--- src/rtl/mio_arbiter_if.sv ---
// Shared data-memory port bundle: two requester channels plus the single memory-side channel.
// The arbiter takes the slave view; requesters and memory model take the master view.
interface mio_arbiter_if;
    logic        req0;
    logic        we0;
    logic [31:0] addr0;
    logic [31:0] wdata0;
    logic [2:0]  ctrl0;
    logic        ack0;
    logic        err0;
    logic [31:0] rdata0;

    logic        req1;
    logic        we1;
    logic [31:0] addr1;
    logic [31:0] wdata1;
    logic [2:0]  ctrl1;
    logic        ack1;
    logic        err1;
    logic [31:0] rdata1;

    logic        mem_req;
    logic        mem_w;
    logic [31:0] mem_addr;
    logic [31:0] mem_wdata;
    logic [2:0]  dm_ctrl;
    logic        mem_owner;
    logic        mem_ready;
    logic [31:0] mem_rdata;

    modport slave (
        input  req0, we0, addr0, wdata0, ctrl0,
        input  req1, we1, addr1, wdata1, ctrl1,
        input  mem_ready, mem_rdata,
        output ack0, err0, rdata0, ack1, err1, rdata1,
        output mem_req, mem_w, mem_addr, mem_wdata, dm_ctrl, mem_owner
    );

    modport master (
        output req0, we0, addr0, wdata0, ctrl0,
        output req1, we1, addr1, wdata1, ctrl1,
        output mem_ready, mem_rdata,
        input  ack0, err0, rdata0, ack1, err1, rdata1,
        input  mem_req, mem_w, mem_addr, mem_wdata, dm_ctrl, mem_owner
    );
endinterface

--- src/rtl/mio_arbiter.sv ---
// Two-port arbiter for the shared data-memory/MIO port: round-robin or fixed priority,
// registered outputs, one-cycle ack per transaction and a watchdog that aborts stuck accesses.
module mio_arbiter #(
    parameter int unsigned PRIORITY_MODE  = 0,
    parameter int unsigned TIMEOUT_CYCLES = 255,
    parameter int unsigned CNT_W          = 8
) (
    input logic          clk,
    input logic          reset,
    mio_arbiter_if.slave bus
);

    typedef enum logic [0:0] {StIdle, StBusy} state_e;

    localparam logic             FixedPrio = (PRIORITY_MODE == 1);
    localparam logic             WdEn      = (TIMEOUT_CYCLES != 0);
    localparam logic [CNT_W-1:0] CntLast   = CNT_W'(TIMEOUT_CYCLES - 1);

    state_e             state_q, state_d;
    logic               last_grant_q, last_grant_d;
    logic [CNT_W-1:0]   cnt_q, cnt_d;
    logic               mem_req_q, mem_req_d;
    logic               mem_w_q, mem_w_d;
    logic [31:0]        mem_addr_q, mem_addr_d;
    logic [31:0]        mem_wdata_q, mem_wdata_d;
    logic [2:0]         dm_ctrl_q, dm_ctrl_d;
    logic               owner_q, owner_d;
    logic               ack0_q, ack0_d, err0_q, err0_d;
    logic               ack1_q, ack1_d, err1_q, err1_d;
    logic [31:0]        rdata0_q, rdata0_d, rdata1_q, rdata1_d;

    logic               elig0, elig1, grant_sel;
    logic               done, done_err;
    logic [31:0]        done_rdata;

    always_comb begin
        state_d      = state_q;
        last_grant_d = last_grant_q;
        cnt_d        = cnt_q;
        mem_req_d    = mem_req_q;
        mem_w_d      = mem_w_q;
        mem_addr_d   = mem_addr_q;
        mem_wdata_d  = mem_wdata_q;
        dm_ctrl_d    = dm_ctrl_q;
        owner_d      = owner_q;
        ack0_d       = 1'b0;
        err0_d       = 1'b0;
        ack1_d       = 1'b0;
        err1_d       = 1'b0;
        rdata0_d     = rdata0_q;
        rdata1_d     = rdata1_q;
        done         = 1'b0;
        done_err     = 1'b0;
        done_rdata   = '0;

        // A port still holding req during its own ack cycle must not be re-granted.
        elig0 = bus.req0 & ~ack0_q;
        elig1 = bus.req1 & ~ack1_q;
        if (elig0 && elig1) begin
            grant_sel = FixedPrio ? 1'b0 : ~last_grant_q;
        end else begin
            grant_sel = elig1;
        end

        unique case (state_q)
            StIdle: begin
                if (elig0 || elig1) begin
                    state_d      = StBusy;
                    mem_req_d    = 1'b1;
                    owner_d      = grant_sel;
                    last_grant_d = grant_sel;
                    cnt_d        = '0;
                    mem_w_d      = grant_sel ? bus.we1    : bus.we0;
                    mem_addr_d   = grant_sel ? bus.addr1  : bus.addr0;
                    mem_wdata_d  = grant_sel ? bus.wdata1 : bus.wdata0;
                    dm_ctrl_d    = grant_sel ? bus.ctrl1  : bus.ctrl0;
                end
            end
            StBusy: begin
                // mem_ready wins over a watchdog expiry in the same cycle.
                if (bus.mem_ready) begin
                    done       = 1'b1;
                    done_rdata = mem_w_q ? 32'h0 : bus.mem_rdata;
                end else if (WdEn && (cnt_q == CntLast)) begin
                    done     = 1'b1;
                    done_err = 1'b1;
                end else if (cnt_q != '1) begin
                    cnt_d = cnt_q + CNT_W'(1);
                end
            end
            default: state_d = StIdle;
        endcase

        if (done) begin
            state_d   = StIdle;
            mem_req_d = 1'b0;
            if (owner_q) begin
                ack1_d   = 1'b1;
                err1_d   = done_err;
                rdata1_d = done_rdata;
            end else begin
                ack0_d   = 1'b1;
                err0_d   = done_err;
                rdata0_d = done_rdata;
            end
        end
    end

    always_ff @(posedge clk or posedge reset) begin
        if (reset) begin
            state_q      <= StIdle;
            last_grant_q <= 1'b1;
            cnt_q        <= '0;
            mem_req_q    <= 1'b0;
            mem_w_q      <= 1'b0;
            mem_addr_q   <= '0;
            mem_wdata_q  <= '0;
            dm_ctrl_q    <= '0;
            owner_q      <= 1'b0;
            ack0_q       <= 1'b0;
            err0_q       <= 1'b0;
            ack1_q       <= 1'b0;
            err1_q       <= 1'b0;
            rdata0_q     <= '0;
            rdata1_q     <= '0;
        end else begin
            state_q      <= state_d;
            last_grant_q <= last_grant_d;
            cnt_q        <= cnt_d;
            mem_req_q    <= mem_req_d;
            mem_w_q      <= mem_w_d;
            mem_addr_q   <= mem_addr_d;
            mem_wdata_q  <= mem_wdata_d;
            dm_ctrl_q    <= dm_ctrl_d;
            owner_q      <= owner_d;
            ack0_q       <= ack0_d;
            err0_q       <= err0_d;
            ack1_q       <= ack1_d;
            err1_q       <= err1_d;
            rdata0_q     <= rdata0_d;
            rdata1_q     <= rdata1_d;
        end
    end

    assign bus.mem_req   = mem_req_q;
    assign bus.mem_w     = mem_w_q;
    assign bus.mem_addr  = mem_addr_q;
    assign bus.mem_wdata = mem_wdata_q;
    assign bus.dm_ctrl   = dm_ctrl_q;
    assign bus.mem_owner = owner_q;
    assign bus.ack0      = ack0_q;
    assign bus.err0      = err0_q;
    assign bus.rdata0    = rdata0_q;
    assign bus.ack1      = ack1_q;
    assign bus.err1      = err1_q;
    assign bus.rdata1    = rdata1_q;

endmodule
--- src/flat_wrapper.sv ---
// flat-port wrapper written by rule: the top's interface ports become plain ports
module mio_arbiter_flat 
#(
    parameter int unsigned PRIORITY_MODE  = 0,
    parameter int unsigned TIMEOUT_CYCLES = 255,
    parameter int unsigned CNT_W          = 8
)
  (clk, reset, bus_req0, bus_we0, bus_addr0, bus_wdata0, bus_ctrl0, bus_req1, bus_we1, bus_addr1, bus_wdata1, bus_ctrl1, bus_mem_ready, bus_mem_rdata, bus_ack0, bus_err0, bus_rdata0, bus_ack1, bus_err1, bus_rdata1, bus_mem_req, bus_mem_w, bus_mem_addr, bus_mem_wdata, bus_dm_ctrl, bus_mem_owner);
  mio_arbiter_if bus_i ();
  input logic clk;
  input logic reset;
  input wire logic [$bits(bus_i.req0)-1:0] bus_req0;
  input wire logic [$bits(bus_i.we0)-1:0] bus_we0;
  input wire logic [$bits(bus_i.addr0)-1:0] bus_addr0;
  input wire logic [$bits(bus_i.wdata0)-1:0] bus_wdata0;
  input wire logic [$bits(bus_i.ctrl0)-1:0] bus_ctrl0;
  input wire logic [$bits(bus_i.req1)-1:0] bus_req1;
  input wire logic [$bits(bus_i.we1)-1:0] bus_we1;
  input wire logic [$bits(bus_i.addr1)-1:0] bus_addr1;
  input wire logic [$bits(bus_i.wdata1)-1:0] bus_wdata1;
  input wire logic [$bits(bus_i.ctrl1)-1:0] bus_ctrl1;
  input wire logic [$bits(bus_i.mem_ready)-1:0] bus_mem_ready;
  input wire logic [$bits(bus_i.mem_rdata)-1:0] bus_mem_rdata;
  output wire logic [$bits(bus_i.ack0)-1:0] bus_ack0;
  output wire logic [$bits(bus_i.err0)-1:0] bus_err0;
  output wire logic [$bits(bus_i.rdata0)-1:0] bus_rdata0;
  output wire logic [$bits(bus_i.ack1)-1:0] bus_ack1;
  output wire logic [$bits(bus_i.err1)-1:0] bus_err1;
  output wire logic [$bits(bus_i.rdata1)-1:0] bus_rdata1;
  output wire logic [$bits(bus_i.mem_req)-1:0] bus_mem_req;
  output wire logic [$bits(bus_i.mem_w)-1:0] bus_mem_w;
  output wire logic [$bits(bus_i.mem_addr)-1:0] bus_mem_addr;
  output wire logic [$bits(bus_i.mem_wdata)-1:0] bus_mem_wdata;
  output wire logic [$bits(bus_i.dm_ctrl)-1:0] bus_dm_ctrl;
  output wire logic [$bits(bus_i.mem_owner)-1:0] bus_mem_owner;
  assign bus_i.req0 = bus_req0;
  assign bus_i.we0 = bus_we0;
  assign bus_i.addr0 = bus_addr0;
  assign bus_i.wdata0 = bus_wdata0;
  assign bus_i.ctrl0 = bus_ctrl0;
  assign bus_i.req1 = bus_req1;
  assign bus_i.we1 = bus_we1;
  assign bus_i.addr1 = bus_addr1;
  assign bus_i.wdata1 = bus_wdata1;
  assign bus_i.ctrl1 = bus_ctrl1;
  assign bus_i.mem_ready = bus_mem_ready;
  assign bus_i.mem_rdata = bus_mem_rdata;
  assign bus_ack0 = bus_i.ack0;
  assign bus_err0 = bus_i.err0;
  assign bus_rdata0 = bus_i.rdata0;
  assign bus_ack1 = bus_i.ack1;
  assign bus_err1 = bus_i.err1;
  assign bus_rdata1 = bus_i.rdata1;
  assign bus_mem_req = bus_i.mem_req;
  assign bus_mem_w = bus_i.mem_w;
  assign bus_mem_addr = bus_i.mem_addr;
  assign bus_mem_wdata = bus_i.mem_wdata;
  assign bus_dm_ctrl = bus_i.dm_ctrl;
  assign bus_mem_owner = bus_i.mem_owner;
  mio_arbiter #(.PRIORITY_MODE(PRIORITY_MODE), .TIMEOUT_CYCLES(TIMEOUT_CYCLES), .CNT_W(CNT_W)) u_core (.clk(clk), .reset(reset), .bus(bus_i));
endmodule
--- config.mk ---
export PLATFORM = sky130hd
export DESIGN_NAME = mio_arbiter_flat
export DESIGN_NICKNAME = d
export VERILOG_FILES = /design/src/rtl/mio_arbiter_if.sv /design/src/rtl/mio_arbiter.sv /design/src/flat_wrapper.sv
export SDC_FILE = /design/constraint.sdc
export NUM_CORES = 1
export LEC_CHECK = 0
export BUFFER_PORTS_ARGS = -buffer_cell sky130_fd_sc_hd__buf_4
export CAP_MARGIN = 20
export CORE_UTILIZATION = 42
export DETAILED_ROUTE_END_ITERATION = 12
export PLACE_DENSITY = 0.87
export SYNTH_ARGS = -nofsm -noshare
export SYNTH_HDL_FRONTEND = slang
export SYNTH_SLANG_ARGS = --single-unit
export TNS_END_PERCENT = 100
--- constraint.sdc ---
create_clock -name clk -period 4.7 [get_ports clk]
set_clock_uncertainty 0.2 [all_clocks]
set_input_delay 0.47 -clock clk [delete_from_list [all_inputs] [get_ports clk]]
set_output_delay 0.47 -clock clk [all_outputs]
set_load 0.02 [all_outputs]
---- Word level (Yosys, flattened, before mapping) ----
Index checks and enable logic that the tools add are counted.
operators by class
  $add $sub $neg .......................... 1
  equal/unequal tests ..................... 7
  mux-type cells .......................... 32
  bitwise operators ....................... 7
  reductions and logical operators ........ 8
operators with widths
  kind                 number
  $mux 32              5
  $mux 8               4
  $mux 1               21
  $pmux 8 s2           1
  $add 8x1->8 const B  1
  $eq 8x8->1 const B   1
  $ne 2x2->1 const B   4
  $ne 8x8->1 const B   1
  $reduce_and 2->1     4
  $not 1->1            5
  $reduce_and 4->1     1
  $mux 3               1
  $and 1x1->1          2
  $ne 2x1->1 const B   1
  $reduce_bool 2->1    1
  $logic_and 1x1->1    1
  $logic_or 1x1->1     1
storage, ports and cells
  register bits after elaboration ......... 148
  input port bits ......................... 173
  output and inout port bits .............. 138
  word-level logic and storage cells ...... 70

---- Logic depth before layout (Yosys ltp) ----
  word-level depth ........................ 6
  mapped depth ............................ 7
  depth with buffers taken out ............ 6

---- Worst setup path before layout ----
OpenSTA, ideal clock, no wires.
  kind .................................... register -> register
  start point ............................. reg u_core.cnt_q[0]
  end point ............................... reg u_core.rdata1_q[19], in the netlist u_core.bus.rdata1[19]
  setup time .............................. 0.122 ns
  arrival ................................. 1.430 ns
  required time ........................... 4.378 ns
  slack ................................... 2.948 ns
  stages on the path, launching flop included .. 8
  path buffers ............................ 1
  period minus slack after synthesis ...... 1.752 ns
  cells stage by stage .................... dfrtp_1 inv_1 ha_1 nand4_1 o21bai_4 nand2_4 buf_6 a32o_1
on the way
  cells in the longest elaborated chain, start to end .. 5
ends and longest elaborated chain
  element                     line                RTL
  start: declaration          mio_arbiter.sv:21   logic [CNT_W-1:0] cnt_q, cnt_d;
  start signal: assignment    mio_arbiter.sv:129  cnt_q <= cnt_d;
  $eq 8x8->1                  mio_arbiter.sv:84   end else if (WdEn && (cnt_q == CntLast)) begin
  $mux 1                      mio_arbiter.sv:84
  $mux 1                      mio_arbiter.sv:81   if (bus.mem_ready) begin
  $mux 1                      mio_arbiter.sv:65   unique case (state_q)
  $reduce_and 2->1 (no line)  n/a
  end signal: assignment      mio_arbiter.sv:141  rdata1_q <= rdata1_d;
  end: declaration            mio_arbiter.sv:30   logic [31:0] rdata0_q, rdata0_d, rdata1_q, rdata1_d;
No other way between the ends.
A chain may end at the register's enable or synchronous reset.

---- Final worst setup path ----
  start point ............................. reg u_core.ack1_q, in the netlist u_core.bus.ack1
  end point ............................... reg u_core.mem_wdata_q[24], in the netlist u_core.bus.mem_wdata[24]
on the way
  cells in the longest elaborated chain, start to end .. 5
  elaborated cells on any way between the ends .. 7
  those cells by class .................... 2 x mux; 2 x bitwise; 3 x reduce/logical
ends and longest elaborated chain
  element                   line                RTL
  start: declaration        mio_arbiter.sv:29   logic ack1_q, ack1_d, err1_q, err1_d;
  start signal: assignment  mio_arbiter.sv:138  ack1_q <= ack1_d;
  $not 1->1 *               mio_arbiter.sv:58   elig1 = bus.req1 & ~ack1_q;
  $and 1x1->1 *             mio_arbiter.sv:58
  $logic_and 1x1->1         mio_arbiter.sv:59   if (elig0 && elig1) begin
  $mux 1                    mio_arbiter.sv:59
  $mux 32                   mio_arbiter.sv:75   mem_wdata_d = grant_sel ? bus.wdata1 : bus.wdata0;
  end signal: assignment    mio_arbiter.sv:133  mem_wdata_q <= mem_wdata_d;
  end: declaration          mio_arbiter.sv:25   logic [31:0] mem_wdata_q, mem_wdata_d;
Mark *: on every way between the ends. The rest lies on a longest branch, timed or not.

==> impl_metrics.toml <==
[cells_and_area]
stdcell_count = 1089
nNetsFinal = 1066
design_area_sq_um = 9270
drive_above_1_share = 0.404
syn2layout_area_growth_pct = 47.0
layout_commonest_cell = "buf_4"
layout_common_cells = "buf_4 (319), dfrtp_1 (147), a21oi_1 (139)"

[logic_synthesis]
synth_enable_flop_cells = 0
async_flop_share = 1.00
ys_warn_count = 0
yosysUniqueCellTypes = 38
synth_nets = 779
synth_cells = 604
synth_area_sq_um = 6300
yosysSeqAreaShare = 0.588
synth_area_per_cell_sq_um = 10.4
synth_ff_type = "dfrtp_1"
synth-seq-cells = 148

[setup_path]
crit_path_end_kind = "register"
r2r_slack_ns = 2.23
worstRegToRegCells = 5
critPathMaxFanout = 36
cp.required_ns = 4.83
max_stage_delay_ns = 0.84
cp_cell_sequence = "nand2b_4, a21oi_4, buf_4, nor2_1, a21oi_1"
crit_path_start_kind = "register"
worst-path-stages = 5
slowest_stage = "a21oi_4"
worstPathArrival_ns = 2.61
crit_family = "compound AO/OA/AOI/OAI gates"
critPathKind = "register to register"
critPathBufInv = 1

[clock_network]
cts_max_path_buffers = 2
cts_sinks = 148
htreeDepth = 4
clkLatencyLatePin_ns = 0.42
cts_tree = "yes"
clk_pin_slew_ns = 0.07
cts_buffers = 17
cts-root-buf = "clkbuf_16"

[sta]
worst_slew_pin_slew_ns = 1.06
timing.hold.ws_ns = 0.0855
final_max_slew_viol_count = 0
finalCritPeriodShare = 0.526
setup_violations = 0
fmax_mhz = 404
hold_viol = 0
max_slew_margin = 0.292
rsz0062_at_grt = "no"
tns_ns = 0
period_needed_ns = 2.47

[place]
io_buffers = 310
gp_congestion = 0.810
place_inst = 1055
dpl-instance-area_sq_um = 8650
place_hpwl_mm = 14.0

[route]
route.detailed.wl_per_inst_um = 18.3
ant_nets = 0
dr.pass1.iters = 5
first_iter_violations = 296
viasPerCell = 5.47
vias = 5960
finalWirelength_mm = 20.0
drc = 0

[worst_hold_path]
hold_class = "input pin to register"
hold_depth = 3

[global_route]
overflow = 0
antenna_found_initial = 1
grt_max_degree = 72
grt_pass1_vias = 6004
grt_pass1_wl_mm = 31.1
grt_usage = 0.258

[pwr]
vdd_drop_max_v = 0.000430
p_clk_frac = 0.223
internal_power_mw = 3.78
p_comb_frac = 0.435
p_leak_nw = 4.54
p_per_area_nw_per_um2 = 675
swShare = 0.397
seqPwrFrac = 0.342
switching_power_mw = 2.48

[run_status]
status = "complete, no violations"

[floorplan]
die_area_sq_um = 15500
initial_core_util = 0.432
io_pins = 311
die_w_um = 125
coreArea_sq_um = 14600
die-height_um = 125
num_rows = 44

[run]
cap_violations = 0
==> synth_stat cells, drive strengths merged (3+ instances only) <==
library cell / n / area share
o21ai: 3 / 0.0024
and3: 4 / 0.0040
buf: 43 / 0.044
clkbuf: 9 / 0.0054
dfrtp: 147 / 0.58
a21oi: 141 / 0.11
inv: 6 / 0.0036
nand2: 80 / 0.050
a32o: 64 / 0.10
nor2: 74 / 0.044
nor2b: 4 / 0.0044
==> power groups by stage <==
stage,sequential [mW],clock [mW],combinational [mW]
global placement,2.13,0,2.69
floorplan,2.74,0,0.925
detailed placement,2.16,0,2.74
CTS,2.14,1.42,2.75
finish,2.14,1.40,2.72
global route,2.20,1.47,2.91
==> kinds of logic after synthesis <==
kind of cell / count (synthesis) / synth area share
buf+inv: 58 / 0.0530
fa+ha+maj: 2 / 0.00397
compound gates: 222 / 0.236
simple gates: 172 / 0.116
mux: 2 / 0.00318
flops: 148 / 0.588
==> sequential cells by signal, indices dropped and copies added (netlist names), 3 cells and up <==
register              flops
u_core.bus.rdata0        32
u_core.bus.mem_wdata     32
u_core.cnt_q              8
u_core.bus.mem_addr      32
u_core.bus.rdata1        32
u_core.bus.dm_ctrl        3
==> final cells by class <==
class	count	area (sq um)
Timing Repair Buffer	320	2400
Clock inverter	14	176
Clock buffer	18	429
Fill cell	1152	5320
Tap cell	184	230
Inverter	6	27.5
Multi-Input combinational cell	398	2290
Sequential cell	148	3700
Antenna cell	1	2.50
==> through the flow <==
step / power [mW] / setup WS [ns] / util
finish: 6.26 / 2.23 / 0.635
global route: 6.58 / 2.07 / 0.635
CTS: 6.30 / 2.22 / 0.635
detailed placement: 4.89 / 2.11 / 0.593
global placement: 4.82 / 2.18 / 0.593
floorplan: 3.66 / 0.0520 / -
==> what timing repair did <==
item,in CTS,in global routing
hold endpoints to repair,69,0
resized for setup,0,0
setup buffers,0,0
hold buffers,1,0
==> tightest hold or removal path: cells and delay by family <==
family | cells | cell delay, ns
AOI/OAI and AO/OA | 1 | 0.05
buffers and inverters | 1 | 0.11
and+or+nand+nor | 1 | 0.04
==> routing by layer <==
layer | global-route usage | up-vias | wire (um)
li1 | - | 2737 | -
met1 | 0.281 | 2870 | 7260
met2 | 0.417 | 297 | 9660
met3 | 0.113 | 56 | 2040
met4 | 0.150 | 0 | 1010
met5 | 0 | - | 0
==> path summary, 6_finish.rpt <==
check	from	endpoint
setup / recovery	u_core.bus.ack1	u_core.bus.mem_wdata[24]
hold / removal	bus_addr0[28]	u_core.bus.mem_addr[28]
setup reg to reg	u_core.bus.ack1	u_core.bus.mem_wdata[24]
hold reg to reg	u_core.bus.rdata0[7]	u_core.bus.rdata0[7]
max in group asynchronous	reset	u_core.last_grant_q
min in group asynchronous	reset	u_core.bus.mem_addr[31]
(Power assumes the default switching activity.)
